File: src/rtl/addsub_arbiter.sv
// Two-requester round-robin arbiter in front of a 16-bit saturating add/sub unit with a registered response slot.
// Optional grant counters (gnt_cnt0/gnt_cnt1, clr_stats) are enabled by defining ADDSUB_ARB_STATS_EN.
module addsub_arbiter #(
  parameter int unsigned PRIO_INIT = 0,
  parameter int unsigned DATA_W    = 16
) (
  input  logic              clk,
  input  logic              rst,
  input  logic              req0_valid,
  output logic              req0_ready,
  input  logic [DATA_W-1:0] req0_a,
  input  logic [DATA_W-1:0] req0_b,
  input  logic              req0_sub,
  input  logic              req1_valid,
  output logic              req1_ready,
  input  logic [DATA_W-1:0] req1_a,
  input  logic [DATA_W-1:0] req1_b,
  input  logic              req1_sub,
  output logic              rsp_valid,
  input  logic              rsp_ready,
  output logic              rsp_id,
  output logic [DATA_W-1:0] rsp_sum,
  output logic              rsp_n,
  output logic              rsp_z,
  output logic              rsp_v
`ifdef ADDSUB_ARB_STATS_EN
  ,
  input  logic              clr_stats,
  output logic [15:0]       gnt_cnt0,
  output logic [15:0]       gnt_cnt1
`endif
);

  localparam int unsigned W  = DATA_W;
  localparam int unsigned XW = W + 1;

  generate
    if (DATA_W != 16) begin : g_bad_width
      $error("addsub_arbiter: DATA_W must be 16");
    end
  endgenerate

  logic          prio;
  logic          can_accept;
  logic          any_valid;
  logic          gnt_id;
  logic          accept;
  logic [W-1:0]  op_a;
  logic [W-1:0]  op_b;
  logic          op_sub;
  logic [XW-1:0] true_res;
  logic          ovf;
  logic [W-1:0]  sat_sum;

  // Grant selection and the shared datapath, evaluated on the granted operands.
  always_comb begin
    can_accept = ~rsp_valid | rsp_ready;
    any_valid  = req0_valid | req1_valid;
    gnt_id     = (req0_valid & req1_valid) ? prio : req1_valid;
    accept     = can_accept & any_valid;
    req0_ready = accept & ~gnt_id;
    req1_ready = accept & gnt_id;
    op_a       = gnt_id ? req1_a   : req0_a;
    op_b       = gnt_id ? req1_b   : req0_b;
    op_sub     = gnt_id ? req1_sub : req0_sub;
    if (op_sub) begin
      true_res = {op_a[W-1], op_a} - {op_b[W-1], op_b};
    end else begin
      true_res = {op_a[W-1], op_a} + {op_b[W-1], op_b};
    end
    // The sign-extended result overflowed 16 bits when its top two bits disagree.
    ovf = true_res[XW-1] ^ true_res[W-1];
    if (!ovf) begin
      sat_sum = true_res[W-1:0];
    end else if (true_res[XW-1]) begin
      sat_sum = {1'b1, {(W-1){1'b0}}};
    end else begin
      sat_sum = {1'b0, {(W-1){1'b1}}};
    end
  end

  always_ff @(posedge clk) begin
    if (rst) begin
      prio      <= 1'(PRIO_INIT);
      rsp_valid <= 1'b0;
      rsp_id    <= 1'b0;
      rsp_sum   <= '0;
      rsp_n     <= 1'b0;
      rsp_z     <= 1'b0;
      rsp_v     <= 1'b0;
    end else if (accept) begin
      prio      <= ~gnt_id;
      rsp_valid <= 1'b1;
      rsp_id    <= gnt_id;
      rsp_sum   <= sat_sum;
      rsp_n     <= sat_sum[W-1];
      rsp_z     <= (sat_sum == '0);
      rsp_v     <= ovf;
    end else if (rsp_ready) begin
      rsp_valid <= 1'b0;
    end
  end

`ifdef ADDSUB_ARB_STATS_EN
  // Saturating per-requester accept counters; a clear wins over a same-cycle accept.
  always_ff @(posedge clk) begin
    if (rst || clr_stats) begin
      gnt_cnt0 <= '0;
      gnt_cnt1 <= '0;
    end else begin
      if (req0_ready && (gnt_cnt0 != 16'hFFFF)) gnt_cnt0 <= gnt_cnt0 + 16'd1;
      if (req1_ready && (gnt_cnt1 != 16'hFFFF)) gnt_cnt1 <= gnt_cnt1 + 16'd1;
    end
  end
`endif

endmodule
File: config.mk
export PLATFORM = sky130hd
export DESIGN_NAME = addsub_arbiter
export DESIGN_NICKNAME = d
export VERILOG_FILES = /design/src/rtl/addsub_arbiter.sv
export SDC_FILE = /design/constraint.sdc
export NUM_CORES = 1
export LEC_CHECK = 0
export CELL_PAD_IN_SITES_DETAIL_PLACEMENT = 0
export CELL_PAD_IN_SITES_GLOBAL_PLACEMENT = 1
export CORE_MARGIN = 10
export CORE_UTILIZATION = 25
export CTS_BUF_LIST = sky130_fd_sc_hd__clkbuf_8 sky130_fd_sc_hd__clkbuf_16
export DETAILED_ROUTE_END_ITERATION = 10
export DONT_BUFFER_PORTS = 1
export HOLD_SLACK_MARGIN = 0.06
export PLACE_DENSITY = 0.48
export SLEW_MARGIN = 5
export SYNTH_ARGS = -nofsm -noshare
export SYNTH_HDL_FRONTEND = slang
export SYNTH_SLANG_ARGS = --single-unit
File: constraint.sdc
create_clock -name clk -period 7.5 [get_ports clk]
set_input_delay 1.5 -clock clk [delete_from_list [all_inputs] [get_ports clk]]
set_output_delay 1.5 -clock clk [all_outputs]
set_load 0.1 [all_outputs]
==> flow_summary.ini, run 1 <==
[power]
total_power_mw = 0.877
p_int_mw = 0.366
leakagePower_nw = 1.15
combPwrFrac = 0.503
powerDensity_nw_per_um2 = 309
vdd_drop_max_mv = 0.139
share_seq_of_total_power = 0.413
net-switching-power_mw = 0.511
clock_power_share = 0.085
switching_share = 0.582

[worst_setup_path]
worstPathArrival_ns = 5.89
crit_type = primary input to register
critPathLaunchType = primary input
critical-path-slowest-cell = maj3_1
crit_top_cell = a21oi_1
crit_family = compound AO/OA/AOI/OAI gates
slowest_delay_ns = 0.46
end_kind = register
crit_chain = and2b_1, nor2_2, buf_4, mux2i_1, ha_1, nand3_2, o32ai_1, a21oi_1, a31o_2, xor2_1, ha_1, a21o_1, a21o_1, a21oi_1, o21ai_0, a21oi_1, xnor2_2, maj3_1, a211oi_1
crit_buf_inv = 1
cp_data_required_time_ns = 7.68
cp_max_fo = 27

[global_route]
grt_overflow_total = 0
grt_pass1_wl_um = 13500
grt_pass1_vias = 2590
antenna_found_initial = 0
grt_max_degree = 40
grt_usage = 0.108

[cts]
clk_latency_ns = 0.26
ctsResizeCount = 0
clockRootBuffer = clkbuf_8
cts_setup_buffers = 0
numCtsBuffers = 3
cts.hold.buffers_added = 0
clockBufferDepth = 2
cts_max_level = 1
cts.sinks = 21
path_clk_slew_ns = 0.08
cts_tree = built

[status]
status = completed

[layout]
nNetsFinal = 436
final_layout_size_suffix_gt1_frac = 0.116
antenna_cells = 0
synthToLayoutAreaGrowth_pct = 7.03

[logic_synthesis]
synth-async-reset-ratio = 0
ys_seq_area_frac = 0.159
synth.avg_cell_area_um2 = 7.47
synth-edff-count = 0
yosys-top-cells-area = dfxtp_1 (16%), nand2_1 (8.9%), ha_1 (8.0%), mux2i_1 (5.7%), xnor2_1 (5.3%)
synth_most_common_cell = nand2_1
synthDominantCellAreaShare = 0.159
yosysUniqueCellTypes = 61
synthCells = 355
synth_nets = 444
yosys_warnings = 0
yosysTopAreaCell = dfxtp_1
ys_ff_latch = 21
synth_ff_type = dfxtp_1
synth_area_um2 = 2650
synth_common_cells = nand2_1 (63), nor2_1 (37), dfxtp_1 (21)

[sta]
slew_viol_final = 0
hold_viol = 0
setup_viol = 0
finalCritPeriodShare = 0.761
rsz0062_at_grt = false
relSlewSlack = 0.212
finalClockSkew_ns = 0.00475
worst_pin_slew_ns = 1.18
setup_tns_ns = 0
fmax_mhz = 175
fin_crit_ns = 5.70

[drt]
wl_um = 8530
routed_via_density = 5.01
route.met2.wl_um = 3330
ant_nets = 0
drt_iter0_markers = 77
routed-via-count = 2417
drc = 0
first_pass_iters = 4
drt-wirelength-per-cell_um = 17.7
topRoutingLayerUsed = met4
wl_met3_um = 1080
met1_length_um = 4050

[floorplan]
die_h_um = 123
dieArea_um2 = 15100
ios = 94
chipWidth_um = 123
initial_core_util = 0.257
core.rowCount = 37
core-area_um2 = 10300

[placement]
portBuffers = 0
gp_congestion = 0.766
dpl.hpwl_um = 7080

[job]
max_cap_viol_count = 0

[min_path]
hold_class = register to register
metrics by stage:
step	hold slack (ns)	setup slack (ns)	util	area, um2	instances
floorplan	0.472	1.11	-	2650	355
global placement	0.539	1.63	0.270	2790	478
detailed placement	0.530	1.49	0.270	2790	478
CTS	0.551	1.76	0.275	2840	482
global route	0.610	1.40	0.275	2840	482
finish	0.571	1.80	0.275	2840	482
routing by layer:
metal	vias up	GRT usage
met2	80	0.156
met1	1068	0.148
met3	6	0.0460
li1	1263	-
met4	0	0.0204
met5	-	0
area by class of cell:
| type | count | area, um2 |
|---|---|---|
| fill | 1159 | 7490 |
| clock buffer | 3 | 41.3 |
| clock inverter | 1 | 5.00 |
| timing repair buffer | 4 | 30.0 |
| inverter | 10 | 37.5 |
| sequential | 21 | 422 |
| multi-input combinational | 307 | 2130 |
| tap | 136 | 170 |
kinds of logic (layout without fill, tap and decap cells):
kind of cell	count (synthesis)	after routing	synth area share
buf+inv	27	18	0.0425
simple gates	153	153	0.280
fa+ha+maj	33	33	0.148
mux	16	16	0.0609
xor+xnor	30	30	0.102
compound gates	75	75	0.209
flops	21	21	0.159
worst register-to-register path: stages, from the launching register on:
cell	delay (ns)
dfxtp_1	0.43
and2b_1	0.24
nor2_2	0.08
buf_4	0.30
mux2i_1	0.31
ha_1	0.30
nand3_2	0.12
o32ai_1	0.27
a21oi_1	0.14
a31o_2	0.25
xor2_1	0.17
ha_1	0.39
a21o_1	0.21
a21o_1	0.16
a21oi_1	0.18
o21ai_0	0.11
a21oi_1	0.24
xnor2_2	0.31
maj3_1	0.46
a211oi_1	0.22
power by group through the flow:
stage	registers [mW]	logic, mW	clock network, mW
finish	0.362	0.441	0.0742
global route	0.368	0.493	0.0816
CTS	0.364	0.445	0.0763
detailed placement	0.366	0.443	0
global placement	0.365	0.443	0
floorplan	0.346	0.373	0
registers in the layout (all words and copies together), names as in the netlist:
register	count
rsp_sum	16
rsp_z	1
rsp_id	1
rsp_v	1
rsp_valid	1
prio	1
cells in the final DEF (no fill, tap or decap), types with 5 or more instances in the layout:
cell and n:
a211oi_1 10, a211oi_2 7, a21oi_1 11, a31oi_1 5, dfxtp_1 20, ha_1 17
inv_1 9, maj3_1 8, maj3_2 7, mux2i_1 15, nand2_1 62, nand3_1 8
nand4_1 5, nor2_1 34, nor3_1 5, o21ai_0 9, or3_1 6, xnor2_1 16
xor2_1 13
path summary, 6_finish.rpt:
kind | start | endpoint | slack [ns] | depth (start not counted)
max reg2reg | prio$_SDFFE_PP0P_ | rsp_sum[5]$_SDFFE_PP0P_ | 2.54 | 19
min | prio$_SDFFE_PP0P_ | prio$_SDFFE_PP0P_ | 0.57 | 2
max | req0_valid | rsp_sum[5]$_SDFFE_PP0P_ | 1.80 | 19
min reg2reg | prio$_SDFFE_PP0P_ | prio$_SDFFE_PP0P_ | 0.57 | 2
Note: power is estimated with default switching activity, not from simulation.
==> run 2: changes to the inputs <==
--- a/config.mk
+++ b/config.mk
@@ -5,6 +5,7 @@
 export SDC_FILE = /design/constraint.sdc
 export NUM_CORES = 1
 export LEC_CHECK = 0
+export ABC_AREA = 1
 export CELL_PAD_IN_SITES_DETAIL_PLACEMENT = 0
 export CELL_PAD_IN_SITES_GLOBAL_PLACEMENT = 1
 export CORE_MARGIN = 10
@@ -13,7 +14,7 @@
 export DETAILED_ROUTE_END_ITERATION = 10
 export DONT_BUFFER_PORTS = 1
 export HOLD_SLACK_MARGIN = 0.06
-export PLACE_DENSITY = 0.48
+export PLACE_DENSITY = 0.52
 export SLEW_MARGIN = 5
 export SYNTH_ARGS = -nofsm -noshare
 export SYNTH_HDL_FRONTEND = slang
==> constraint.sdc (replaced) <==
create_clock -name clk -period 5.2 [get_ports clk]
set_input_delay 1.04 -clock clk [delete_from_list [all_inputs] [get_ports clk]]
set_output_delay 1.04 -clock clk [all_outputs]
set_load 0.1 [all_outputs]
==> flow_summary.ini, run 2 <==
[status]
status = completed

[cts]
path_clk_slew_ns = 0.07
clockBufferDepth = 2
cts.hold.buffers_added = 0
numCtsBuffers = 3
cts.sinks = 21
ctsResizeCount = 0
clk_latency_ns = 0.26
cts_max_level = 1
cts_tree = built
clockRootBuffer = clkbuf_8
cts_setup_buffers = 0

[placement]
gp_congestion = 0.843
pre_cts_ws_ns = 0.198
dpl.hpwl_um = 7760
dp_cells = 597
portBuffers = 0
dpl_cell_area_um2 = 2820

[layout]
largest_reg_flops = 16
layout_common_cells = nand2_1 (171), inv_1 (66), a21oi_1 (31)
final_core_util = 0.275
nNetsFinal = 555
final_layout_size_suffix_gt1_frac = 0.0667
final_common_cell = nand2_1
layout.cells.non_filler = 601
regMostFlops = rsp_sum
antenna_cells = 0
final_area_um2 = 2870
synthToLayoutAreaGrowth_pct = 6.21

[worst_setup_path]
r2r_cells = 26
end_kind = register
crit_top_cell = nand2_1
cp_max_fo = 14
r2r_start = prio$_SDFFE_PP0P_
cp_num_cells = 25
worstPathArrival_ns = 4.86
critical-path-slowest-cell = ha_1
crit_family = simple AND/OR/NAND/NOR gates
cp_data_required_time_ns = 5.40
r2r_end = rsp_z$_SDFFE_PP0P_
critPathLaunchType = primary input
slowest_delay_ns = 0.33
endpoint = rsp_z$_SDFFE_PP0P_
crit_buf_inv = 1
critPathLaunch = req0_valid
crit_type = primary input to register
reg2reg_slack_ns = 0.94

[logic_synthesis]
yosys_warnings = 0
yosysUniqueCellTypes = 40
ys_seq_area_frac = 0.156
yosys-top-cells-area = nand2_1 (24%), dfxtp_1 (16%), inv_1 (9.2%), ha_1 (7.9%), xor2_1 (5.8%)
synth-edff-count = 0
synth_nets = 559
yosysTopAreaCell = nand2_1
synthCells = 470
synth_most_common_cell = nand2_1
ys_ff_latch = 21
synth-async-reset-ratio = 0
synth_common_cells = nand2_1 (171), inv_1 (66), a21oi_1 (31)
synth.avg_cell_area_um2 = 5.75
synth_area_um2 = 2700
synthDominantCellAreaShare = 0.238
synth_ff_type = dfxtp_1

[min_path]
hp-start = prio$_SDFFE_PP0P_
hold_class = register to register

[drt]
drc = 0
drt-wirelength-per-cell_um = 14.8
first_pass_iters = 6
drt_iter0_markers = 140
ant_nets = 0
wl_um = 8870
routed-via-count = 2752
routed_via_density = 4.58

[global_route]
grt_overflow_total = 0
grt_pass1_wl_um = 14100
antenna_found_initial = 0
grt_pass1_vias = 2734
grt_usage = 0.113
grt_max_degree = 23

[sta]
hold_viol = 0
setup_viol = 0
setup_slack_ns = 0.536
whs_ns = 0.585
finalCritPeriodShare = 0.897
setup_tns_ns = 0
fmax_mhz = 214
finalClockSkew_ns = 0.00409
slew_viol_final = 0
relSlewSlack = 0.253
fin_crit_ns = 4.66
rsz0062_at_grt = false
worst_pin_slew_ns = 1.12

[job]
max_cap_viol_count = 0

[floorplan]
die_h_um = 124
chipWidth_um = 124
core.rowCount = 37
core-area_um2 = 10400
ios = 94
dieArea_um2 = 15400
initial_core_util = 0.259

[power]
total_power_mw = 1.26
leakagePower_nw = 1.56
powerDensity_nw_per_um2 = 438
vdd_drop_max_mv = 0.153
[run 2: worst min path at each step]
stage	endpoint	slack [ns]	cells past startpoint
after floorplan	prio$_SDFFE_PP0P_	0.55	3
after global routing	prio$_SDFFE_PP0P_	0.63	3
after CTS	prio$_SDFFE_PP0P_	0.59	3
final	prio$_SDFFE_PP0P_	0.58	3
after detailed placement	prio$_SDFFE_PP0P_	0.57	3
after global placement	prio$_SDFFE_PP0P_	0.57	3
[run 2: layer usage]
metal,GRT usage,vias to the layer above,share of wire,wire [um]
li1,-,1471,-,-
met1,0.145,1187,0.45,4020
met2,0.179,90,0.44,3910
met3,0.0502,4,0.10,883
met4,0.0101,0,0.0052,46
met5,0,-,0,0
[run 2: worst reg2reg max path: stages (launching register included)]
cell	delay, ns
dfxtp_1	0.31
inv_2	0.06
nand2_2	0.17
nand2_4	0.11
buf_4	0.21
mux2i_2	0.28
ha_1	0.20
nand3_1	0.13
nor2_2	0.15
nand2_1	0.07
nand2_2	0.10
nand2_1	0.09
a21oi_1	0.20
nand2_1	0.09
xor2_1	0.15
ha_1	0.33
nand2_1	0.12
o21ai_0	0.25
nor2_1	0.08
nand2_1	0.08
xor2_1	0.24
nand3_2	0.24
o41ai_1	0.14
nand3_1	0.16
nor2_1	0.13
nor2_1	0.05
nor2_1	0.07
[run 2: cell families (layout without fill, tap and decap cells)]
family,count (synthesis),after routing,share of synthesized area
adder cells (fa/ha/maj),18,18,0.0861
flip-flops,21,21,0.156
AND/OR/NAND/NOR,255,255,0.405
XOR/XNOR,23,23,0.0746
multiplexers,2,2,0.00880
AO/OA/AOI/OAI,68,68,0.139
buffers and inverters,83,78,0.130
[run 2: layout make-up]
type	count	area, um2
flip-flops and latches	21	422
well taps	136	170
clock inverters	1	5.00
inverters	69	259
multi-input cells	366	1930
clock buffers	3	41.3
fillers	1196	7550
repair buffers	5	37.5
[run 2: power breakdown]
group	switching, mW	internal (mW)	total, mW
clock network	0.0520	0.0533	0.105
logic	0.417	0.209	0.626
registers	0.324	0.201	0.526
total	0.793	0.463	1.26
==> run 3: changes to the inputs <==
--- a/config.mk
+++ b/config.mk
@@ -9,12 +9,13 @@
 export CELL_PAD_IN_SITES_DETAIL_PLACEMENT = 0
 export CELL_PAD_IN_SITES_GLOBAL_PLACEMENT = 1
 export CORE_MARGIN = 10
-export CORE_UTILIZATION = 25
+export CORE_UTILIZATION = 30
 export CTS_BUF_LIST = sky130_fd_sc_hd__clkbuf_8 sky130_fd_sc_hd__clkbuf_16
+export CTS_CLUSTER_SIZE = 30
 export DETAILED_ROUTE_END_ITERATION = 10
 export DONT_BUFFER_PORTS = 1
 export HOLD_SLACK_MARGIN = 0.06
-export PLACE_DENSITY = 0.52
+export PLACE_DENSITY = 0.61
 export SLEW_MARGIN = 5
 export SYNTH_ARGS = -nofsm -noshare
 export SYNTH_HDL_FRONTEND = slang
==> flow_summary.ini, run 3 (synthesized netlist as in run 2, its figures left out) <==
[worst_setup_path]
critical-path-slowest-cell = ha_1
worstPathArrival_ns = 4.69
r2r_start = prio$_SDFFE_PP0P_
critPathLaunch = req0_valid
end_kind = register
crit_family = simple AND/OR/NAND/NOR gates
cp_max_fo = 14
crit_buf_inv = 1
slowest_delay_ns = 0.34
cp_data_required_time_ns = 5.40
crit_type = primary input to register
critPathLaunchType = primary input
crit_top_cell = nand2_1

[sta]
rsz0062_at_grt = false
slew_viol_final = 0
finalCritPeriodShare = 0.862
relSlewSlack = 0.255
setup_viol = 0
fmax_mhz = 223
whs_ns = 0.594
finalClockSkew_ns = 0.00593
hold_viol = 0
setup_slack_ns = 0.717
worst_pin_slew_ns = 1.12
setup_tns_ns = 0
fin_crit_ns = 4.48

[cts]
path_clk_slew_ns = 0.08
clockRootBuffer = clkbuf_8
cts_tree = built
cts.sinks = 21
cts_setup_buffers = 0
ctsResizeCount = 0
cts.hold.buffers_added = 0
clockBufferDepth = 2
numCtsBuffers = 3
cts_max_level = 1
clk_latency_ns = 0.26

[drt]
wl_um = 8390
ant_nets = 0
first_pass_iters = 4
drt-wirelength-per-cell_um = 14.6
routed_via_density = 4.71
routed-via-count = 2700
drc = 0
drt_iter0_markers = 127

[layout]
largest_reg_flops = 16
regMostFlops = rsp_sum
nNetsFinal = 555
final_layout_size_suffix_gt1_frac = 0.0667
layout_common_cells = nand2_1 (171), inv_1 (66), a21oi_1 (31)
antenna_cells = 0
synthToLayoutAreaGrowth_pct = 4.91
final_common_cell = nand2_1

[power]
vdd_drop_max_mv = 0.185
total_power_mw = 1.24
leakagePower_nw = 1.56
powerDensity_nw_per_um2 = 439

[placement]
portBuffers = 0
pre_cts_ws_ns = 0.445
dpl.hpwl_um = 7330
gp_congestion = 0.856

[global_route]
grt_usage = 0.124
antenna_found_initial = 0
grt_pass1_wl_um = 13600
grt_overflow_total = 0
grt_max_degree = 30
grt_pass1_vias = 2795

[job]
max_cap_viol_count = 0

[floorplan]
core.rowCount = 34
dieArea_um2 = 13200
core-area_um2 = 8760
chipWidth_um = 115
ios = 94
initial_core_util = 0.308
die_h_um = 115

[min_path]
hp-start = prio$_SDFFE_PP0P_
hold_class = register to register

[status]
status = completed
run 3: final timing paths:
kind / cells after the start / end / slack, ns
worst max-delay path: 26 / rsp_z$_SDFFE_PP0P_ / 0.72
worst min-delay path: 3 / prio$_SDFFE_PP0P_ / 0.59
worst max register to register: 27 / rsp_z$_SDFFE_PP0P_ / 1.11
worst min register to register: 3 / prio$_SDFFE_PP0P_ / 0.59
run 3: final cells by class:
type	instances	area (um2)
tap	108	135
inverter	69	259
timing repair buffer	5	37.5
fill	1026	5930
multi-input combinational	366	1930
clock inverter	1	5.00
clock buffer	3	41.3
sequential	21	422
run 3: per-stage QoR:
step / util / std cells / cell area, um2
3_5_place_dp: 0.318 / 569 / 2790
3_3_place_gp: 0.318 / 569 / 2790
5_1_grt: 0.323 / 573 / 2830
6_report: 0.323 / 573 / 2830
4_1_cts: 0.323 / 573 / 2830
2_1_floorplan: - / 470 / 2700
run 3: where the power goes:
group	switching [mW]	internal, mW
Combinational	0.407	0.209
Sequential	0.322	0.201
Clock	0.0514	0.0533
Total	0.781	0.463
run 3: worst min-delay path: cells and delay by family, from the launching register on:
| kind | cells | cell delay [ns] |
|---|---|---|
| simple gates | 1 | 0.09 |
| flops | 1 | 0.32 |
| compound gates | 1 | 0.10 |
| buf+inv | 1 | 0.05 |
run 3: routing by layer:
metal / GRT usage / vias to the layer above / part of all wire
met3: 0.0359 / 2 / 0.063
met2: 0.195 / 71 / 0.44
met1: 0.171 / 1150 / 0.50
met4: 0.00578 / 0 / 0.0027
met5: 0 / - / 0
li1: - / 1477 / -
